--- config.mk ---
export PLATFORM = sky130hd
export DESIGN_NAME = mod_instruction_fetch
export DESIGN_NICKNAME = d
export VERILOG_FILES = /design/src/rtl/mod_instruction_fetch.sv
export SDC_FILE = /design/constraint.sdc
export NUM_CORES = 1
export LEC_CHECK = 0
export CAP_MARGIN = 30
export CORE_ASPECT_RATIO = 0.75
export CORE_MARGIN = 2
export CORE_UTILIZATION = 54
export DETAILED_ROUTE_END_ITERATION = 8
export PLACE_DENSITY = 0.87
export SYNTH_ARGS = -nofsm -noshare
export SYNTH_HDL_FRONTEND = slang
export SYNTH_SLANG_ARGS = --single-unit
--- constraint.sdc ---
create_clock -name clk -period 6.6 [get_ports clk]
set_input_delay 1.65 -clock clk [delete_from_list [all_inputs] [get_ports clk]]
set_output_delay 1.65 -clock clk [all_outputs]
set_load 0.02 [all_outputs]
--- src/rtl/mod_instruction_fetch.sv ---
// mod_instruction_fetch: single-outstanding-request instruction fetch stage.
// Cycles through IDLE -> REQ -> HOLD. In REQ it presents the PC to
// instruction memory and waits for imem_ready. In HOLD it keeps the fetched
// word until decode accepts it. On acceptance it applies jump/beq redirects.
// Optional feature macro: IF_FETCH_COUNT_EN adds a 32-bit fetch_count output
// that counts instructions accepted by decode.
module mod_instruction_fetch #(
  parameter logic [31:0] RESET_PC = 32'h0000_0000
) (
  input  logic        clk,
  input  logic        rst,
  output logic        imem_req,
  output logic [31:0] imem_addr,
  input  logic        imem_ready,
  input  logic [31:0] imem_rdata,
  input  logic        id_ready,
  input  logic        jump,
  input  logic        branch,
  input  logic        zero_flag,
  output logic        if_valid,
  output logic [31:0] if_instr,
  output logic [5:0]  opcode,
  output logic [5:0]  funct,
  output logic [31:0] if_pc_plus4
`ifdef IF_FETCH_COUNT_EN
  ,
  output logic [31:0] fetch_count
`endif
);

  typedef enum logic [1:0] {
    IDLE = 2'd0,
    REQ  = 2'd1,
    HOLD = 2'd2
  } state_t;

  state_t      state_q, state_d;
  logic [31:0] pc_q, pc_d;
  logic [31:0] instr_q, instr_d;
  logic [31:0] pcPlus4_q, pcPlus4_d;

  logic [31:0] jumpTarget;
  logic [31:0] branchOffset;
  logic [31:0] branchTarget;
  logic        redirect;
  logic        accept;

  // Redirect targets are derived from the held instruction; jump wins over branch
  always_comb begin
    jumpTarget   = {pcPlus4_q[31:28], instr_q[25:0], 2'b00};
    branchOffset = {{14{instr_q[15]}}, instr_q[15:0], 2'b00};
    branchTarget = pcPlus4_q + branchOffset;
    redirect     = jump | (branch & zero_flag);
  end

  // Next-state logic and Moore-style handshake outputs
  always_comb begin
    state_d   = state_q;
    pc_d      = pc_q;
    instr_d   = instr_q;
    pcPlus4_d = pcPlus4_q;
    imem_req  = 1'b0;
    if_valid  = 1'b0;
    accept    = 1'b0;
    unique case (state_q)
      IDLE: begin
        state_d = REQ;
      end
      REQ: begin
        imem_req = 1'b1;
        if (imem_ready) begin
          instr_d   = imem_rdata;
          pcPlus4_d = pc_q + 32'd4;
          pc_d      = pc_q + 32'd4;
          state_d   = HOLD;
        end
      end
      HOLD: begin
        if_valid = 1'b1;
        if (id_ready) begin
          accept  = 1'b1;
          state_d = REQ;
          if (jump) begin
            pc_d = jumpTarget;
          end else if (redirect) begin
            pc_d = branchTarget;
          end
        end
      end
      default: begin
        state_d = IDLE;
      end
    endcase
  end

  // State and datapath registers; reset overrides any in-flight fetch
  always_ff @(posedge clk) begin
    if (rst) begin
      state_q   <= IDLE;
      pc_q      <= RESET_PC;
      instr_q   <= 32'd0;
      pcPlus4_q <= 32'd0;
    end else begin
      state_q   <= state_d;
      pc_q      <= pc_d;
      instr_q   <= instr_d;
      pcPlus4_q <= pcPlus4_d;
    end
  end

  // Output views of the held instruction and current PC
  always_comb begin
    imem_addr   = pc_q;
    if_instr    = instr_q;
    if_pc_plus4 = pcPlus4_q;
    opcode      = instr_q[31:26];
    funct       = instr_q[5:0];
  end

`ifdef IF_FETCH_COUNT_EN
  logic [31:0] fetchCount_q;

  // Counts instructions handed to decode, wrapping naturally at 2^32
  always_ff @(posedge clk) begin
    if (rst) begin
      fetchCount_q <= 32'd0;
    end else if (accept) begin
      fetchCount_q <= fetchCount_q + 32'd1;
    end
  end

  assign fetch_count = fetchCount_q;
`else
  logic unusedAccept;
  assign unusedAccept = accept;
`endif

endmodule
=== Word level (Yosys, flattened, before mapping) ===
Cells that the tools add are included.

* Register bits after elaboration: 98
* Output and inout port bits: 110
* Input bits: 39
* Logic and storage cells: 28

* Add/subtract/negate cells: 2
* Bitwise operators: 2
* Reduce and logical (&&, ||, !) cells: 5
* Equal/unequal tests: 5
* Muxes and demuxes: 10

{| class="wikitable"
|+ Operator list
! kind !! number
|-
| two-way mux 32 bit || 4
|-
| one-hot mux 32 bit (2 select lines) || 1
|-
| adder 32 x 3 -> 32 bit (second input constant) || 1
|-
| adder 32 bit || 1
|-
| one-hot mux 2 bit (3 select lines) || 1
|-
| two-way mux 2 bit || 2
|-
| inequality test 2 bit (second input constant) || 2
|-
| AND reduction 2 bit || 2
|-
| AND reduction 4 bit || 1
|-
| inequality test 3 bit (second input constant) || 1
|-
| == test 2 x 1 -> 1 bit (second input constant) || 1
|-
| == test 2 bit (second input constant) || 1
|-
| logical NOT 2 bit || 1
|-
| two-way mux 1 bit || 2
|-
| nonzero test 2 bit || 1
|-
| AND 1 bit || 1
|-
| bitwise OR 1 bit || 1
|}

=== Depth between registers and ports, before layout ===
* Depth in word-level cells: 6
* Gate-level depth with buffers: 11
* Gate-level depth less buffers: 11

=== Worst setup path after synthesis ===
OpenSTA, ideal clock, no wires.

* Path type: input to register
* Start: input jump
* End: register pc_q[31] (netlist: imem_addr[31])
* Library setup time: 117 ps
* Data required time: 6483 ps
* Setup slack: 3254 ps
* Arrival: 3229 ps
* Buffers on the path: 2
* Stages on the path: 11
* Path through: buf_2 a21oi_1 nor4bb_1 clkbuf_1 nand2b_1 nor3_1 o21ai_0 o21ai_0 a221oi_2 o221ai_2 a22o_1

* Longest elaborated chain between the ends: 3
* Elaborated cells on any way between the ends: 6
* Classes of those cells: eq/ne: 1; mux: 3; bitwise: 1; reduce/logical: 1

{| class="wikitable"
|+ Ends and longest elaborated chain
! what !! line !! source
|-
| from (decl) || 17 || <nowiki>input logic jump,</nowiki>
|-
| bitwise OR 1 bit / two-way mux 32 bit (equally long branches) || 53, 83 ||
|-
| inequality test 3 bit (no line) / two-way mux 32 bit (equally long branches) || - ||
|-
| AND reduction 4 bit (no line) / one-hot mux 32 bit (2 select lines) (equally long branches) || - ||
|-
| to (signal assigned) || 105 || <nowiki>pc_q <= pc_d;</nowiki>
|-
| to (decl) || 38 || <nowiki>logic [31:0] pc_q, pc_d;</nowiki>
|}

Several ways; a longest one is shown, not always the timed one. The select of a mux whose other input is x is not followed.
A chain may end at the register's enable or synchronous reset.

=== Worst setup path after layout ===
Ends and elaborated chain as after synthesis.

==> results.sh <==
export IMPL_cts_tree="built"
export IMPL_ys_flop_type="dfxtp_1"
export IMPL_critPathArrivalTime_ns=4.63
export IMPL_p_sw_mw=0.415
export IMPL_power_leakage_nw=2.90
export IMPL_drv_cap=0
export IMPL_finalInstanceArea_mm2=0.00790
export IMPL_fin_crit_ns=4.40
export IMPL_place_area_mm2=0.00762
export IMPL_synth_mux_area_share_pct=0.774
export IMPL_pwr_share_clk_pct=35.5
export IMPL_synth_top_family_by_area="compound AO/OA/AOI/OAI gates"
export IMPL_p_comb_share_pct=19.1
export IMPL_io_pins=149
export IMPL_insertion_delay_ns=0.34
export IMPL_timing_setup_tns_ns=0
export IMPL_nFillCells=852
export IMPL_synth_seq_cells=98
export IMPL_synthCells=810
export IMPL_powerDensity_mw_per_mm2=179
export IMPL_rsz0062_at_grt="false"
export IMPL_ir_drop_uv=132
export IMPL_synth_area_mm2=0.00615
export IMPL_intPower_mw=0.996
export IMPL_slew_headroom_pct=39.4
export IMPL_multiInputGateArea_mm2=0.00391
export IMPL_seq_area_mm2=0.00196
export IMPL_avgSynthCellArea_um2=7.59
export IMPL_placedCellCount=1044
export IMPL_critical_path_class="primary input to register"
export IMPL_final_cells=1060
export IMPL_hpwl_um=12700
export IMPL_die_h_um=96.4
export IMPL_first_pass_iters=7
export IMPL_synthXorXnorAreaFrac_pct=7.41
export IMPL_cts_resized=0
export IMPL_status="complete, no violations"
export IMPL_die_width_um=127
export IMPL_synth_async_reset_ratio_pct=0
export IMPL_yosysMostFrequentCell="nand2_1"
export IMPL_hold_viol=0
export IMPL_area_growth_pct=28.5
export IMPL_syn_nets=880
export IMPL_num_vias=6355
export IMPL_core_mm2=0.0110
export IMPL_portBuffers=148
export IMPL_num_antenna_cells=0
export IMPL_fin_skew_ns=0.00857
export IMPL_wl_per_cell_um=17.0
export IMPL_row_count=33
export IMPL_cts_htree_levels=3
export IMPL_routabilityCongestion=0.944
export IMPL_yosys_area_share_simple_pct=23.9
export IMPL_drtIter0Drc=702
export IMPL_yosysTopAreaCell="dfxtp_1"
export IMPL_cts_buffer_depth=2
export IMPL_grt_pass1_wl_um=28600
export IMPL_dieArea_mm2=0.0123
export IMPL_worstSetupStartpointType="primary input"
export IMPL_clk_pin_slew_ns=0.07
export IMPL_drt_total_wl_um=18100
export IMPL_worstHoldPathType="register to register"
export IMPL_cts_hold_buffers_added=0
export IMPL_viasPerCell=6.00
export IMPL_clock_sinks=98
export IMPL_synth_compound_area_share_pct=24.7
export IMPL_switching_share_pct=29.4
export IMPL_worst_slew_pin_transition_ns=0.906
export IMPL_synth_warnings=0
export IMPL_end_kind="register"
export IMPL_route_detailed_drc=0
export IMPL_ys_types=66
export IMPL_synthTopCellsByArea="dfxtp_1, nand2_1, a21oi_1"
export IMPL_seq_area_frac_synth_pct=31.9
export IMPL_crit_required_ns=6.83
export IMPL_slew_viol_final=0
export IMPL_gr_total_overflow=0
export IMPL_grt_usage_pct=29.0
export IMPL_synth_commonest_cells="nand2_1, dfxtp_1, a21oi_1"
export IMPL_synthAdderAreaFrac_pct=6.43
export IMPL_p_seq_share_pct=45.4
export IMPL_whs_ns=0.474
export IMPL_setup_violations=0
export IMPL_grt_max_degree=90
export IMPL_finalCritPeriodShare_pct=66.7
export IMPL_max_freq_mhz=227
export IMPL_clockRootBuffer="clkbuf_16"
export IMPL_synth_edf_count=0
export IMPL_nNetsFinal=985
export IMPL_grt_antenna_before_repair=0
export IMPL_synth_top_area_share_pct=31.9
export IMPL_grt_pass1_vias=5605
export IMPL_cts_buffers=9
export IMPL_cts_setup_buffers=0
export IMPL_drive_gt1_share_pct=4.89
export IMPL_cp_max_fo=26
export IMPL_ant_nets=0
export IMPL_start_util_pct=55.7
==> cell families after synthesis <==
logic type | after synthesis
and+or+nand+nor | 318
xor gates and xnor gates | 52
muxes | 4
buffers and inverters | 66
adders and majority gates | 31
DFF | 98
AOI/OAI and AO/OA | 241
==> sequential cells by signal, summed over array words and instances, names as in the netlist <==
signal       flops
if_instr        32
state_q          2
if_pc_plus4     32
imem_addr       32
==> stage by stage <==
step / power [mW] / utilization [%] / worst slack (ns)
final: 1.41 / 71.7 / 2.20
after detailed placement: 0.919 / 69.1 / 1.96
after CTS: 1.41 / 71.7 / 2.31
after floorplan: 0.809 / - / 3.25
after global routing: 1.46 / 71.7 / 2.05
after global placement: 0.912 / 68.9 / 2.09
==> worst paths after layout <==
check | startpoint | end | slack [ns] | depth (start not counted)
max reg2reg | if_instr[15]$_SDFFE_PP0P_ | imem_addr[30]$_SDFFE_PP0P_ | 3.24 | 9
min reg2reg | if_instr[29]$_SDFFE_PP0P_ | if_instr[29]$_SDFFE_PP0P_ | 0.47 | 2
min | if_instr[29]$_SDFFE_PP0P_ | if_instr[29]$_SDFFE_PP0P_ | 0.47 | 2
max | jump | imem_addr[31]$_SDFFE_PP0P_ | 2.20 | 11
==> worst max-delay path: stages <==
cell	delay (ns)
clkdlybuf4s50_1	0.88
a21oi_1	0.52
nor4bb_4	0.08
buf_4	0.21
nand2b_1	0.21
nor3_1	0.11
o21ai_0	0.18
o21ai_0	0.13
a221oi_2	0.27
o221ai_2	0.13
a22o_1	0.25
==> metal layers <==
metal / wire length [µm] / part of all wire (%) / track usage [%] / vias up
met3: 2000 / 11 / 8.15 / 14
met5: 0 / 0 / 0 / -
met2: 7590 / 42 / 43.0 / 319
met4: 119 / 0.66 / 5.49 / 0
met1: 8350 / 46 / 42.3 / 2924
li1: - / - / - / 3098
==> power by group through the flow <==
stage / clock network [mW] / logic, mW / registers [mW]
5_1_grt: 0.527 / 0.291 / 0.644
3_5_place_dp: 0 / 0.265 / 0.653
2_1_floorplan: 0 / 0.138 / 0.671
3_3_place_gp: 0 / 0.259 / 0.653
6_report: 0.500 / 0.269 / 0.641
4_1_cts: 0.503 / 0.267 / 0.640
==> layout by cell type, fill, tap and decap left out, types with 11 or more instances in the layout <==
cell type	count
a21o_1	12
a31oi_1	11
xnor2_1	26
nand3_1	16
clkdlybuf4s50_1	147
a221oi_1	11
a211oi_1	24
nor2_1	74
nand2_1	149
ha_1	30
o21ai_0	40
dfxtp_1	98
nor3_1	18
a21oi_1	97
xor2_1	26
==> layout make-up <==
| type | count | share of cell area, % |
|---|---|---|
| tap | 140 | 2.22 |
| inverter | 7 | 0.333 |
| clock inverter | 6 | 0.538 |
| clock buffer | 10 | 3.03 |
| multi-input combinational | 646 | 49.4 |
| sequential | 98 | 24.8 |
| timing repair buffer | 153 | 19.6 |
No activity file was read; power rests on OpenSTA's default activity.
==> patch, RTL diff (config.mk and constraints unchanged) <==
Add a define of `IF_FETCH_COUNT_EN`.
--- a/src/rtl/mod_instruction_fetch.sv
+++ b/src/rtl/mod_instruction_fetch.sv
@@ -4,6 +4,8 @@
 // word until decode accepts it. On acceptance it applies jump/beq redirects.
 // Optional feature macro: IF_FETCH_COUNT_EN adds a 32-bit fetch_count output
 // that counts instructions accepted by decode.
+`define IF_FETCH_COUNT_EN
+
 module mod_instruction_fetch #(
   parameter logic [31:0] RESET_PC = 32'h0000_0000
 ) (
Formal check against the unedited RTL (old outputs only; new: fetch_count): equivalent (equiv_simple and equiv_induct, registers matched by name and starting in step).
==> patch against the original RTL <==
- worst setup slack improved by 170 ps
- final cell count grew 25%
- worst hold slack got worse by 5.1 ps
- total power grew 48%
- synthesized area is 25% higher
- wire length rose by 30%
- cell area increased by 27%
- global-route usage rose by 1.4 points
- core utilization is 0.94 points higher
- critical path type unchanged
- largest power group is now the clock network
- maximum frequency increased by 4.1%
- sequential cell count is 32 higher
- combinational power grew 16%
==> patch: results (changes against the original RTL) <==
Synth
  – Largest cells by area after synthesis: dfxtp_1 34%, nand2_1 6.8%, a21oi_1 6.5%
  – Synth unique cells: 70 (+6.1%)
  – Sequential cell area fraction in the yosys report: 0.339 (+0.0199)
  – Cells after synthesis: 999 (+23%)
  – Syn Nets: 1070 (+22%)
  – Synth cell count leaders: 140 x nand2_1, 130 x dfxtp_1, 122 x nor2_1

Placement
  – IO Port Bufs: 180 (+22%)
  – Placed insts: 1296 (+24%)
  – Dpl hpwl: 16200 um (+27%)
  – Gpl congestion: 0.950 (+0.61%)

Setup path
  – Crit Path Max Fanout: 45 (+73%)
  – Crit path DAT: 4530 ps (-100 ps)
  – Crit path largest cell delay: 810 ps (-70 ps)
  – Slowest-stage cell, CP: nand2_1

Power
  – Maximum VDD drop: 0.000196 V (+48%)
  – Comb pwr share: 0.149 (-0.042)
  – LEAKAGE: 3.64 nW (+26%)
  – P_sw: 0.000589 W (+42%)
  – Seq group: 0.000840 W (+31%)

Global routing
  – Largest net degree at the start of global routing: 102 (+13%)
  – Vias in the first global route: 7358 (+31%)
  – Tot GR Track Use: 0.304 (+0.0143)
  – Initial antenna violation count: 0 (unchanged)
  – Global-route wire length before repair: 37300 um (+30%)

Route
  – WL/cell: 17.7 um (+4.0%)
  – Initial drt markers: 748 (+6.6%)
  – TritonRoute pass-1 iters: 6 (-1)
  – Via count: 8083 (+27%)
  – Vias/cell: 6.09 (+1.5%)

Layout
  – NumNets Final: 1211 (+23%)
  – Layout cell share with drive strength beyond 1: 0.0520 (+0.00313)

Clocking
  – Num CTS Buffers: 17 (+8)
  – Worst-Skew Late Latency: 420 ps (+80 ps)
  – H-tree Lvls: 4 (+1)

Status
  – Outcome: finished, final reports clean

STA
  – Slew headroom: 0.312 (-0.0823)
  – Worst Skew: 9.21 ps (+0.633 ps)
patch: path summary, 6_finish.rpt:
check | from | endpoint | slack [ps] | cells past startpoint
worst max-delay path | imem_ready | imem_addr[15]$_SDFFE_PP0P_ | 2370 | 7
worst min-delay path | if_instr[31]$_SDFFE_PP0P_ | if_instr[31]$_SDFFE_PP0P_ | 470 | 2
worst max register to register | if_instr[0]$_SDFFE_PP0P_ | imem_addr[20]$_SDFFE_PP0P_ | 3520 | 9
worst min register to register | if_instr[31]$_SDFFE_PP0P_ | if_instr[31]$_SDFFE_PP0P_ | 470 | 2
patch: final cells by class:
class	count	area [um2]
clock inverters	15	161
fillers	1071	3780
flip-flops and latches	130	2600
inverters	12	45.0
multi-input cells	791	4700
clock buffers	17	425
repair buffers	188	1860
well taps	175	219
patch: logic make-up after synthesis:
family / Yosys count / synth area share
AOI/OAI and AO/OA: 275 / 0.226
buffers and inverters: 78 / 0.0489
and+or+nand+nor: 403 / 0.239
muxes: 9 / 0.0119
xor gates and xnor gates: 72 / 0.0822
adders and majority gates: 32 / 0.0532
DFF: 130 / 0.339
patch: layer usage:
metal	global-route usage	wire, um
met1	0.414	10100
met2	0.475	10500
met3	0.0737	2570
met4	0.0986	386
met5	0	0
patch: per-stage QoR:
| step | setup WS, ps | cell area (um2) | total power [W] |
|---|---|---|---|
| after detailed placement | 1950 | 9430 | 0.00116 |
| final | 2370 | 10000 | 0.00209 |
| after CTS | 2370 | 10000 | 0.00209 |
| after global placement | 2130 | 9430 | 0.00116 |
| after floorplan | 3530 | 7670 | 0.00104 |
| after global routing | 2130 | 10000 | 0.00216 |
patch: worst max-delay path: cells and delay by family:
| kind | cells | cell delay [ps] |
|---|---|---|
| simple gates | 4 | 2150 |
| compound gates | 2 | 310 |
| buf+inv | 1 | 420 |
